[config.mk]
export PLATFORM = sky130hd
export DESIGN_NAME = shift_sequencer
export DESIGN_NICKNAME = d
export VERILOG_FILES = /design/src/rtl/shift_sequencer_pkg.sv /design/src/rtl/shift_sequencer_shift.sv /design/src/rtl/shift_sequencer.sv
export SDC_FILE = /design/constraint.sdc
export NUM_CORES = 1
export LEC_CHECK = 0
export ABC_AREA = 1
export CORE_MARGIN = 2
export CORE_UTILIZATION = 42
export CTS_CLUSTER_SIZE = 24
export DETAILED_ROUTE_END_ITERATION = 8
export PLACE_DENSITY = 0.75
export SETUP_SLACK_MARGIN = 0.15
export SYNTH_ARGS = -nofsm -noshare
export SYNTH_HDL_FRONTEND = slang
export SYNTH_SLANG_ARGS = --single-unit
[constraint.sdc]
create_clock -name CLK -period 1.2 [get_ports CLK]
set_input_delay 0.3 -clock CLK [delete_from_list [all_inputs] [get_ports CLK]]
set_output_delay 0.3 -clock CLK [all_outputs]
set_load 0.1 [all_outputs]
[src/rtl/shift_sequencer_pkg.sv]
// shift_sequencer_pkg: shift stage op-select codes and sequencer state encodings.
package shift_sequencer_pkg;
  localparam logic [1:0] SHIFT_OP_ZERO = 2'b00;
  localparam logic [1:0] SHIFT_OP_PASS = 2'b01;
  localparam logic [1:0] SHIFT_OP_SHL  = 2'b10;
  localparam logic [1:0] SHIFT_OP_SHR  = 2'b11;
  typedef enum logic [1:0] {
    SEQ_IDLE = 2'b00,
    SEQ_RUN  = 2'b01
  } seq_state_e;
endpackage

[src/rtl/shift_sequencer_shift.sv]
// shift_sequencer_shift: single-bit shift stage (zero, pass, shift left, shift right) with carry out.
module shift_sequencer_shift
  import shift_sequencer_pkg::*;
#(
  parameter int DELAY_RISE = 0,
  parameter int DELAY_FALL = 0
) (
  input  logic [1:0] OP_SEL,
  input  logic [7:0] VALUE_IN,
  output logic [7:0] VALUE_OUT,
  output logic       CARRY_OUT
);
  // Delays only shape gate-level timing models; the RTL rejects nonsensical values.
  if (DELAY_RISE < 0 || DELAY_FALL < 0) begin : g_bad_delay
    $error("shift_sequencer_shift: negative delay");
  end
  always_comb begin
    VALUE_OUT = OP_SEL == SHIFT_OP_SHL  ? {VALUE_IN[6:0], 1'b0} :
                OP_SEL == SHIFT_OP_SHR  ? {1'b0, VALUE_IN[7:1]} :
                OP_SEL == SHIFT_OP_PASS ? VALUE_IN : 8'h00;
    CARRY_OUT = OP_SEL == SHIFT_OP_SHL ? VALUE_IN[7] :
                OP_SEL == SHIFT_OP_SHR ? VALUE_IN[0] : 1'b0;
  end
endmodule

[src/rtl/shift_sequencer.sv]
// shift_sequencer: latches an operand and applies 0-7 single-bit shifts/rotates, one per clock.
module shift_sequencer
  import shift_sequencer_pkg::*;
#(
  parameter int DELAY_RISE = 0,
  parameter int DELAY_FALL = 0
) (
  input  logic       CLK,
  input  logic       RST,
  input  logic       START,
  input  logic [7:0] VALUE_IN,
  input  logic [2:0] COUNT,
  input  logic       DIR,
  input  logic       ROT,
  output logic [7:0] RESULT,
  output logic       CARRY_OUT,
  output logic       ZERO_OUT,
  output logic       BUSY,
  output logic       DONE
);
  seq_state_e state_q;
  logic [7:0] result_q, sh_val, step_d;
  logic [2:0] remaining_q;
  logic       carry_q, zero_q, busy_q, done_q, dir_q, rot_q, sh_c;
  logic [1:0] sh_op;
  assign sh_op = state_q == SEQ_RUN ? (dir_q ? SHIFT_OP_SHR : SHIFT_OP_SHL) : SHIFT_OP_PASS;
  shift_sequencer_shift #(
    .DELAY_RISE(DELAY_RISE),
    .DELAY_FALL(DELAY_FALL)
  ) u_shift (
    .OP_SEL   (sh_op),
    .VALUE_IN (result_q),
    .VALUE_OUT(sh_val),
    .CARRY_OUT(sh_c)
  );
  // Rotate re-inserts the shifted-out bit at the vacated end.
  assign step_d = sh_val | {rot_q & dir_q & sh_c, 6'b0, rot_q & ~dir_q & sh_c};
  always_ff @(posedge CLK or posedge RST) begin
    if (RST) begin
      state_q     <= SEQ_IDLE;
      result_q    <= '0;
      carry_q     <= 1'b0;
      zero_q      <= 1'b0;
      busy_q      <= 1'b0;
      done_q      <= 1'b0;
      remaining_q <= '0;
      dir_q       <= 1'b0;
      rot_q       <= 1'b0;
    end else begin
      done_q <= 1'b0;
      case (state_q)
        SEQ_IDLE: if (START) begin
          result_q    <= VALUE_IN;
          carry_q     <= 1'b0;
          zero_q      <= VALUE_IN == 8'h00;
          remaining_q <= COUNT;
          dir_q       <= DIR;
          rot_q       <= ROT;
          done_q      <= COUNT == 3'd0;
          busy_q      <= COUNT != 3'd0;
          state_q     <= COUNT != 3'd0 ? SEQ_RUN : SEQ_IDLE;
        end
        SEQ_RUN: begin
          result_q    <= step_d;
          carry_q     <= sh_c;
          zero_q      <= step_d == 8'h00;
          remaining_q <= remaining_q - 3'd1;
          if (remaining_q == 3'd1) begin
            state_q <= SEQ_IDLE;
            busy_q  <= 1'b0;
            done_q  <= 1'b1;
          end
        end
        default: state_q <= SEQ_IDLE;
      endcase
    end
  end
  assign RESULT    = result_q;
  assign CARRY_OUT = carry_q;
  assign ZERO_OUT  = zero_q;
  assign BUSY      = busy_q;
  assign DONE      = done_q;
endmodule

## Word level (Yosys, flattened, before mapping)

Cells that the tools add are included.
W data, S select, Z words.

- Flip-flop bits (word level): 19
- Input port bits: 16
- Output and inout bits: 12
- Logic and storage cells: 58

- Add/sub/neg operators: 1
- Eq/ne operators: 7
- Multiplexer cells: 25
- Bitwise gates (word level): 6
- Reduce and logical (&&, ||, !) cells: 10

Operator list:

| kind | count |
|---|---|
| $mux W8 | 4 |
| $logic_not A8 Y1 | 2 |
| $pmux W8 S2 | 1 |
| $mux W1 | 10 |
| $or A8 B8 Y8 | 1 |
| $pmux W1 S2 | 4 |
| $mux W2 | 3 |
| $pmux W3 S2 | 1 |
| $reduce_and A2 Y1 | 3 |
| $and A1 B1 Y1 | 4 |
| $eq A2 B1 Y1 const B | 2 |
| $eq A2 B2 Y1 const B | 2 |
| $pmux W2 S2 | 1 |
| $eq A3 B1 Y1 const B | 1 |
| $logic_not A3 Y1 | 1 |
| $mux W3 | 1 |
| $reduce_and A3 Y1 | 1 |
| $reduce_bool A3 Y1 | 1 |
| $sub A3 B1 Y3 const B | 1 |
| $logic_not A2 Y1 | 1 |
| $ne A2 B1 Y1 const B | 1 |
| $ne A2 B2 Y1 const B | 1 |
| $reduce_bool A2 Y1 | 1 |
| $not A1 Y1 | 1 |

## Longest topological paths before layout

Gate-level depths: netlist (run 1).

- Depth after elaboration: 9
- Depth in mapped cells: 10
- Gate-level depth less buffers: 8

## Modules after synthesis

Synthesis (run 1) repeated with hierarchy kept, for this count alone.

- Cell total of the unflattened synthesis: 151
- Area, all modules: 1064.8 um2

By module, submodules not included:

| module | instances | cells each | area an instance (um2) | seq. area each (um2) |
|---|---|---|---|---|
| shift_sequencer | 1 | 110 | 873.3 | 425.4 |
| shift_sequencer_shift | 1 | 41 | 191.4 | 0.0 |

## Least setup slack after synthesis (run 1)

Ideal clock, no wire load.

- Path kind: reg2reg
- From: register, netlist name BUSY
- To: register result_q[7], in the netlist RESULT[7]
- Setup time: 0.129 ns
- Arrival time: 1.697 ns
- Required time: 1.071 ns
- Setup slack: -0.627 ns
- Cell stages (with the launch flop): 8
- Buffers on the path: 2
- Period minus slack after synthesis: 1.827 ns
- Cells stage by stage: dfrtp_1 buf_6 inv_4 buf_6 nand2_1 o21ai_0 o21ai_0 nand3_1

RTL lines:

| item | RTL line | source |
|---|---|---|
| end signal: assignment | shift_sequencer.sv:64 | `result_q <= step_d;` |
| end: declaration | shift_sequencer.sv:22 | `logic [7:0] result_q, sh_val, step_d;` |

==> results of run 1 <==
-- what timing repair did --
item,4_1_cts,5_1_grt
resized for setup,14,33
buffers inserted,7,5
pin swaps,1,11
gates cloned,1,0
setup endpoints to repair,29,29
-- flip-flops by register name (all words and copies together), names as in the netlist --
name and cells:
ZERO_OUT 1, RESULT 8, BUSY 1, dir_q 1, rot_q 1, remaining_q 3
DONE 1, CARRY_OUT 1
-- critical path, cell delays in order (launching register included) --
cell,delay (ps)
dfrtp_4,550
buf_6,150
inv_8,80
buf_4,140
nand2_1,70
o21ai_1,140
nor2_1,100
nand3_1,100
nand2_1,60
-- placed cells by master (no fill, tap or decap), types with 4 or more instances in the layout --
cell and count:
nand3_1 11, buf_4 23, inv_1 13, buf_6 6, clkdlybuf4s50_1 15, nand2_2 6
nor2_1 15, nand2_1 33, dfrtp_2 10, o21ai_1 4, nor2_2 4, buf_12 14
o221ai_2 8, dfrtp_1 6
-- per-layer routing --
layer	vias to the layer above	global-route usage	part of all wire
li1	569	-	-
met1	585	0.317	0.38
met2	87	0.401	0.50
met3	16	0.0311	0.077
met4	0	0.0812	0.041
met5	-	0	0
-- layout make-up --
cell class,instances,area [um2],area share
Clock buffer,4,26.3,0.0139
Inverter,17,86.3,0.0458
Multi-Input combinational cell,99,616,0.327
Sequential cell,17,442,0.234
Tap cell,28,35.0,0.0186
Timing Repair Buffer,58,671,0.356
Timing Repair inverter,1,8.76,0.00465
-- stage by stage --
step,setup TNS (ps),util,instance area (um2)
finish,-2740,0.836,1880
global route,-3750,0.836,1880
CTS,-2280,0.771,1740
detailed placement,-2810,0.708,1600
global placement,-2590,0.708,1600
floorplan,-2940,-,1050
-- worst paths after layout --
path	endpoint	slack, ps
min reg2reg	CARRY_OUT	530
min in group CLK	CARRY_OUT	530
max	ZERO_OUT	-310
max reg2reg	ZERO_OUT	-310
min	remaining_q[2]	310
max in group asynchronous	RESULT[7]	670
-- cells by family after synthesis --
logic type / synth area share
simple gates: 0.322
buf+inv: 0.109
compound gates: 0.122
xor+xnor: 0.00852
fa+ha+maj: 0.0243
flops: 0.414
==> metrics.md, run 1 <==
| Metric | Value |
|---|---|
| Slew @ Worst Pin | `362 ps` |
| Setup crit start | `BUSY` |
| Synth Cell Area | `1030 um2` |
| Hold Vio Cnt, Final | `0` |
| Reg2reg start | `BUSY` |
| Max Fclk | `662 MHz` |
| Layout Nets | `215` |
| Number of synthesized flops with an enable pin | `0` |
| Clock root cell | `clkbuf_4` |
| Top cells by count, synth | `40 x nand2_1, 19 x nor2_1, 17 x dfrtp_1` |
| Largest net degree at the start of global routing | `18` |
| Number of port buffers | `27` |
| Number of global-route vias before repair | `1110` |
| CTS Hold Buffers Added | `0` |
| Worst setup EP type | `flop` |
| Clock buffer depth | `2` |
| WP data required | `1380 ps` |
| R2R depth | `8` |
| CTS tree | `yes` |
| Gr usage total | `0.240` |
| Post-DP HPWL | `2210 um` |
| Worst setup margin | `-311 ps` |
| Residual DRC | `0` |
| Asr flop ratio synth | `1.00` |
| # fillers | `120` |
| Routability cong. | `0.939` |
| Non-filler cells, final | `224` |
| Post-placement cell count | `207` |
| Final WL | `3910 um` |
| Status | `complete, but fails checks` |
| CTS buffer count | `3` |
| Die ar. | `2860 um2` |
| DRT Pass-1 Iters | `4` |
| Top_reg_cell synth | `dfrtp_1` |
| CTS sink cnt | `17` |
| Unrepaired setup endpoints after global routing | `yes` |
| Final setup fails | `25` |
| Top-area cell type share of the netlist area | `0.414` |
| Ranking of synthesized cells by area | `dfrtp_1 41%, nand2_1 15%, nor2_1 6.9%, o221ai_1 6.8%, nand3_1 6.3%` |
| Pre-CTS setup slack | `-236 ps` |
| Worst Setup Start Kind | `flop` |
| Die H | `53.5 um` |
| Worst endpoint data arrival time | `1690 ps` |
| Skew final | `10.2 ps` |
| Number of DRC markers in iteration 0 | `85` |
| Initial antenna violation count | `0` |
| Total number of yosys warnings | `0` |
| Yosys reg bits | `17` |
| Crit Path Class | `flop to flop` |
| Die Span X | `53.5 um` |
| Mapped Cells | `138` |
| Skew-Pair Late Insertion Delay | `290 ps` |
| CP Max Fanout | `8` |
| Failing checks | `negative setup slack` |
| WHS | `308 ps` |
| Core Region | `2250 um2` |
| Via count | `1257` |
| Pins Over Slew Limit | `0` |
| Synth cell types | `21` |
| Dominant cell type by area after synthesis | `dfrtp_1` |
| Final worst-path cycle share | `1.26` |
| GRT overflow | `0` |
| Avg Cell Area, Syn | `7.45 um2` |
| Routed length per instance | `17.4 um` |
| Global-route wire length before repair | `4930 um` |
| Row cnt | `17` |
| Top Ports | `28` |
| Via density | `5.61` |
| Min Tclk post-route | `1510 ps` |
| Fraction of layout cells with a size suffix above 1 | `0.459` |
| CTS HTree Levels | `1` |
| Initial Util | `0.456` |
| Part of the Yosys area used for sequential elements | `0.414` |
| Antenna Cells | `0` |
| Layout area overhead | `83.2%` |
| Worst hold path class | `input pin to asynchronous set/reset pin` |
| Post-synthesis net count | `156` |
| Most frequent cell after synthesis | `nand2_1` |
| Antenna Nets Post-Route | `0` |
| Max-cap violations | `0` |
| Reg clk slew, reported paths | `100 ps` |
| Slew margin rel. | `0.756` |
Power of run 1 is not shown: default switching activity piles up to over one toggle a cycle in this logic, so the estimate is an artifact.
==> run 2, diff against run 1 <==
--- a/config.mk
+++ b/config.mk
@@ -6,11 +6,13 @@
 export NUM_CORES = 1
 export LEC_CHECK = 0
 export ABC_AREA = 1
+export CELL_PAD_IN_SITES_DETAIL_PLACEMENT = 1
+export CELL_PAD_IN_SITES_GLOBAL_PLACEMENT = 1
 export CORE_MARGIN = 2
-export CORE_UTILIZATION = 42
+export CORE_UTILIZATION = 33
 export CTS_CLUSTER_SIZE = 24
 export DETAILED_ROUTE_END_ITERATION = 8
-export PLACE_DENSITY = 0.75
+export PLACE_DENSITY = 0.78
 export SETUP_SLACK_MARGIN = 0.15
 export SYNTH_ARGS = -nofsm -noshare
 export SYNTH_HDL_FRONTEND = slang
==> constraint.sdc (replaced) <==
create_clock -name CLK -period 1.4 [get_ports CLK]
set_input_delay 0.35 -clock CLK [delete_from_list [all_inputs] [get_ports CLK]]
set_output_delay 0.35 -clock CLK [all_outputs]
set_load 0.1 [all_outputs]
==> metrics.md, run 2 (synthesis results as in run 1) <==
| Metric | Value |
|---|---|
| Clock root cell | `clkbuf_4 (unchanged)` |
| Setup_tns | `-152 ps (was -2740 ps)` |
| Most common cell after layout, fill and taps aside | `nand2_1 (unchanged)` |
| Gr usage total | `0.205 (was 0.240)` |
| Worst endpoint data arrival time | `1150 ps (was 1690 ps)` |
| Number of global-route vias before repair | `1157 (was 1110)` |
| Residual DRC | `0 (unchanged)` |
| Worst setup EP type | `primary output (was flop)` |
| DRT Pass-1 Iters | `6 (was 4)` |
| Slew margin rel. | `0.798 (was 0.756)` |
| Hold Vio Cnt, Final | `0 (unchanged)` |
| Final setup fails | `2 (was 25)` |
| Failing checks | `negative setup slack (unchanged)` |
| CTS Hold Buffers Added | `0 (unchanged)` |
| WHS | `360 ps (was 308 ps)` |
| CTS sink cnt | `17 (unchanged)` |
| Crit Path Class | `flop to primary output (was flop to flop)` |
| Pins Over Slew Limit | `0 (unchanged)` |
| Layout Nets | `201 (was 215)` |
| Top Ports | `28 (unchanged)` |
| Row cnt | `20 (was 17)` |
| Worst setup margin | `-98.0 ps (was -311 ps)` |
| Post-DP HPWL | `2470 um (was 2210 um)` |
| CTS HTree Levels | `1 (unchanged)` |
| Most frequent cells in the layout | `35 x nand2_1, 15 x clkdlybuf4s50_1 (was 33 x nand2_1, 23 x buf_4, 15 x nor2_1, 15 x clkdlybuf4s50_1, 14 x buf_12)` |
| Unrepaired setup endpoints after global routing | `yes (unchanged)` |
| Initial Util | `0.342 (was 0.456)` |
| Max Fclk | `668 MHz` |
| CTS tree | `yes (unchanged)` |
| Min Tclk post-route | `1500 ps` |
| Die ar. | `3580 um2 (was 2860 um2)` |
| Status | `complete, but fails checks (unchanged)` |
| Largest register FFs | `8 (unchanged)` |
| Worst Setup Start Kind | `flop (unchanged)` |
| Core Region | `3000 um2 (was 2250 um2)` |
| CTS buffer count | `3 (unchanged)` |
| Number of DRC markers in iteration 0 | `19 (was 85)` |
| Fraction of layout cells with a size suffix above 1 | `0.379 (was 0.459)` |
| Global-route wire length before repair | `5440 um (was 4930 um)` |
| WP data required | `1050 ps (was 1380 ps)` |
| Initial antenna violation count | `0 (unchanged)` |
| CP Max Fanout | `5 (was 8)` |
| Slew @ Worst Pin | `301 ps (was 362 ps)` |
| Final WL | `3480 um (was 3910 um)` |
| Worst hold path class | `input pin to asynchronous set/reset pin (unchanged)` |
| Max-cap violations | `0 (unchanged)` |
| Clock buffer depth | `2 (unchanged)` |
| Largest net degree at the start of global routing | `18 (unchanged)` |
| Die Span X | `59.8 um (was 53.5 um)` |
| Via count | `1111 (was 1257)` |
| Final worst-path cycle share | `1.07` |
| Number of port buffers | `27 (unchanged)` |
| Reg clk slew, reported paths | `120 ps (was 100 ps)` |
| Antenna Nets Post-Route | `0 (unchanged)` |
| Layout area overhead | `65.9% (was 83.2%)` |
| Skew-Pair Late Insertion Delay | `310 ps (was 290 ps)` |
| Skew final | `14.6 ps (was 10.2 ps)` |
| Die H | `59.8 um (was 53.5 um)` |
| Routed length per instance | `16.2 um (was 17.4 um)` |
| Antenna Cells | `0 (unchanged)` |
| GRT overflow | `0 (unchanged)` |
| Routability cong. | `0.773 (was 0.939)` |
| Via density | `5.17 (was 5.61)` |
run 2: timing repair:
action	in CTS	in global routing
pin swaps	0	8
buffers inserted	6	2
endpoints found under the setup margin	26	29
gates resized for setup	4	27
run 2: path summary, 6_finish.rpt:
path,start,endpoint,slack (ps),cells after the start
max in group asynchronous,RST,RESULT[1],810,3
max reg2reg,BUSY,ZERO_OUT,-50,9
min in group CLK,CARRY_OUT,CARRY_OUT,550,2
max,BUSY,BUSY,-100,2
min,RST,remaining_q[1],360,3
min reg2reg,CARRY_OUT,CARRY_OUT,550,2
run 2: layer usage:
| metal | part of all wire | GRT usage | wire length, um | up-vias |
|---|---|---|---|---|
| li1 | - | - | - | 535 |
| met1 | 0.42 | 0.262 | 1450 | 551 |
| met2 | 0.54 | 0.354 | 1890 | 21 |
| met3 | 0.028 | 0.0325 | 96 | 4 |
| met4 | 0.012 | 0.0603 | 43 | 0 |
| met5 | 0 | 0 | 0 | - |
run 2: area by class of cell:
type	instances	area [um2]
inverters	17	78.8
flip-flops and latches	17	439
well taps	33	41.3
clock inverters	1	5.00
repair buffers	45	557
clock buffers	3	22.5
multi-input cells	99	563
fillers	361	1300
run 2: critical path, stage by stage, from the launching register on:
cell and delay, ps:
dfrtp_4 540, buf_6 140, buf_12 150
run 2: through the flow:
step / utilization / worst slack (ps) / instance area [um2] / std cells
6_report: 0.568 / -98.0 / 1710 / 215
5_1_grt: 0.568 / -144 / 1710 / 215
4_1_cts: 0.535 / -76.9 / 1610 / 213
3_5_place_dp: 0.506 / -77.0 / 1520 / 203
3_3_place_gp: 0.506 / -18.3 / 1520 / 203
2_1_floorplan: - / -48.6 / 1050 / 138
Power of run 2 is left out for the same reason.
==> run 3, diff against run 2 <==
--- a/config.mk
+++ b/config.mk
@@ -9,10 +9,10 @@
 export CELL_PAD_IN_SITES_DETAIL_PLACEMENT = 1
 export CELL_PAD_IN_SITES_GLOBAL_PLACEMENT = 1
 export CORE_MARGIN = 2
-export CORE_UTILIZATION = 33
+export CORE_UTILIZATION = 36
 export CTS_CLUSTER_SIZE = 24
 export DETAILED_ROUTE_END_ITERATION = 8
-export PLACE_DENSITY = 0.78
+export PLACE_DENSITY = 0.84
 export SETUP_SLACK_MARGIN = 0.15
 export SYNTH_ARGS = -nofsm -noshare
 export SYNTH_HDL_FRONTEND = slang
==> constraint.sdc (replaced) <==
create_clock -name CLK -period 1.9 [get_ports CLK]
set_input_delay 0.475 -clock CLK [delete_from_list [all_inputs] [get_ports CLK]]
set_output_delay 0.475 -clock CLK [all_outputs]
set_load 0.1 [all_outputs]
==> metrics.md, run 3 (synthesis results as in run 1) <==
| Metric | Value |
|---|---|
| Status | `finished, final reports clean (was complete, but fails checks)` |
| Core Region | `2730 um2 (was 3000 um2)` |
| Pins Over Slew Limit | `0 (unchanged)` |
| Slowest cell on crit path | `dfrtp_4 (unchanged)` |
| WHS | `484 ps (was 360 ps)` |
| CP Max Fanout | `18 (was 5)` |
| GRT overflow | `0 (unchanged)` |
| Final worst-path cycle share | `0.842` |
| Multi-input gate area | `490 um2 (was 563 um2)` |
| Die H | `57.5 um (was 59.8 um)` |
| CTS tree | `yes (unchanged)` |
| Top Ports | `28 (unchanged)` |
| R2R depth | `7 (was 9)` |
| Unrepaired setup endpoints after global routing | `no (was yes)` |
| Skew final | `9.44 ps (was 14.6 ps)` |
| Gr usage total | `0.193 (was 0.205)` |
| Max-cap violations | `0 (unchanged)` |
| Final setup fails | `0 (was 2)` |
| Largest net degree at the start of global routing | `19 (was 18)` |
| Min Tclk post-route | `1600 ps` |
| DRT Pass-1 Iters | `4 (was 6)` |
| Initial antenna violation count | `0 (unchanged)` |
| # fillers | `331 (was 361)` |
| Slew margin rel. | `0.725 (was 0.798)` |
| Residual DRC | `0 (unchanged)` |
| Worst Setup Start Kind | `flop (unchanged)` |
| Via count | `1023 (was 1111)` |
| Skew-Pair Late Insertion Delay | `290 ps (was 310 ps)` |
| Clock root cell | `clkbuf_4 (unchanged)` |
| Cell count along the critical path | `1 (was 2)` |
| Antenna Cells | `0 (unchanged)` |
| Most frequent cells in the layout | `40 x nand2_1, 19 x nor2_1, 16 x dfrtp_1 (was 35 x nand2_1, 15 x clkdlybuf4s50_1)` |
| Largest register FFs | `8 (unchanged)` |
| Final Core Density | `0.534 (was 0.568)` |
| Routability cong. | `0.862 (was 0.773)` |
| Reg clk slew, reported paths | `100 ps (was 120 ps)` |
| Antenna Nets Post-Route | `0 (unchanged)` |
| Die ar. | `3300 um2 (was 3580 um2)` |
| Crit path max-delay family | `flip-flops (unchanged)` |
| Sequential Area | `429 um2 (was 439 um2)` |
| Fraction of layout cells with a size suffix above 1 | `0.151 (was 0.379)` |
| Worst endpoint data arrival time | `1130 ps (was 1150 ps)` |
| Setup_tns | `0 ps (was -152 ps)` |
| Layout area overhead | `41.8% (was 65.9%)` |
| Crit Path Class | `flop to primary output (unchanged)` |
| Post-DP HPWL | `2210 um (was 2470 um)` |
| Routed length per instance | `14.6 um (was 16.2 um)` |
| Worst setup margin | `299 ps (was -98.0 ps)` |
| CP cell instances | `buf_12 (was buf_6, buf_12)` |
| Hold Vio Cnt, Final | `0 (unchanged)` |
| Number of port buffers | `27 (unchanged)` |
| Initial Util | `0.376 (was 0.342)` |
| CTS sink cnt | `17 (unchanged)` |
| Register-to-register setup slack | `340 ps (was -50 ps)` |
| Worst setup EP type | `primary output (unchanged)` |
| Clock buffer depth | `2 (unchanged)` |
| Die Span X | `57.5 um (was 59.8 um)` |
| CP bufs+invs | `1 (was 2)` |
| Post-CTS Repair Setup Buffers | `0 (was 6)` |
| Row cnt | `19 (was 20)` |
| Critical Path Max Stage Delay | `620 ps (was 540 ps)` |
| Global-route wire length before repair | `4910 um (was 5440 um)` |
| WP data required | `1420 ps (was 1050 ps)` |
| Final WL | `2880 um (was 3480 um)` |
| Max Fclk | `625 MHz` |
| Slew @ Worst Pin | `412 ps (was 301 ps)` |
| Most common cell after layout, fill and taps aside | `nand2_1 (unchanged)` |
| Number of global-route vias before repair | `1091 (was 1157)` |
| Via density | `5.19 (was 5.17)` |
| Pre-CTS setup slack | `156 ps (was -77.0 ps)` |
| Worst hold path class | `input pin to asynchronous set/reset pin (unchanged)` |
| Number of DRC markers in iteration 0 | `38 (was 19)` |
| CTS HTree Levels | `1 (unchanged)` |
| Layout Nets | `185 (was 201)` |
| CTS buffer count | `3 (unchanged)` |
-- run 3: cell count changes in the layout (fill, tap and decap cells not counted), sizes merged --
cell / previous run / this run
buf: 30 / 14
clkinv: 1 / 0
clkbuf: 3 / 4
-- run 3: cell type report --
cell class	count	share of cell area
clock buffers	4	0.0180
inverters	17	0.0472
multi-input cells	99	0.336
flip-flops and latches	17	0.294
well taps	31	0.0266
repair buffers	29	0.278
-- run 3: path summary, 6_finish.rpt --
| check | to | from |
|---|---|---|
| worst max-delay path | BUSY | BUSY |
| worst min-delay path | DONE | RST |
| worst max register to register | ZERO_OUT | BUSY |
| worst min register to register | CARRY_OUT | CARRY_OUT |
| max in group asynchronous | BUSY | RST |
| min in group CLK | CARRY_OUT | CARRY_OUT |
-- run 3: routing by layer --
metal	up-vias	wire, um	track usage
met5	-	0	0
met4	0	17	0.0598
met3	2	96	0.0204
met2	19	1410	0.325
met1	500	1350	0.260
li1	502	-	-
-- run 3: repair_timing --
item                       in CTS  in global routing
gates resized for setup         0                  2
setup endpoints to repair       0                  2
hold buffers                    0                  0
-- run 3: metrics by stage --
stage          std cells  cell area (um2)
2_1_floorplan        138             1030
3_3_place_gp         193             1430
3_5_place_dp         193             1430
4_1_cts              197             1450
5_1_grt              197             1460
6_report             197             1460
Power of run 3 is left out for the same reason.
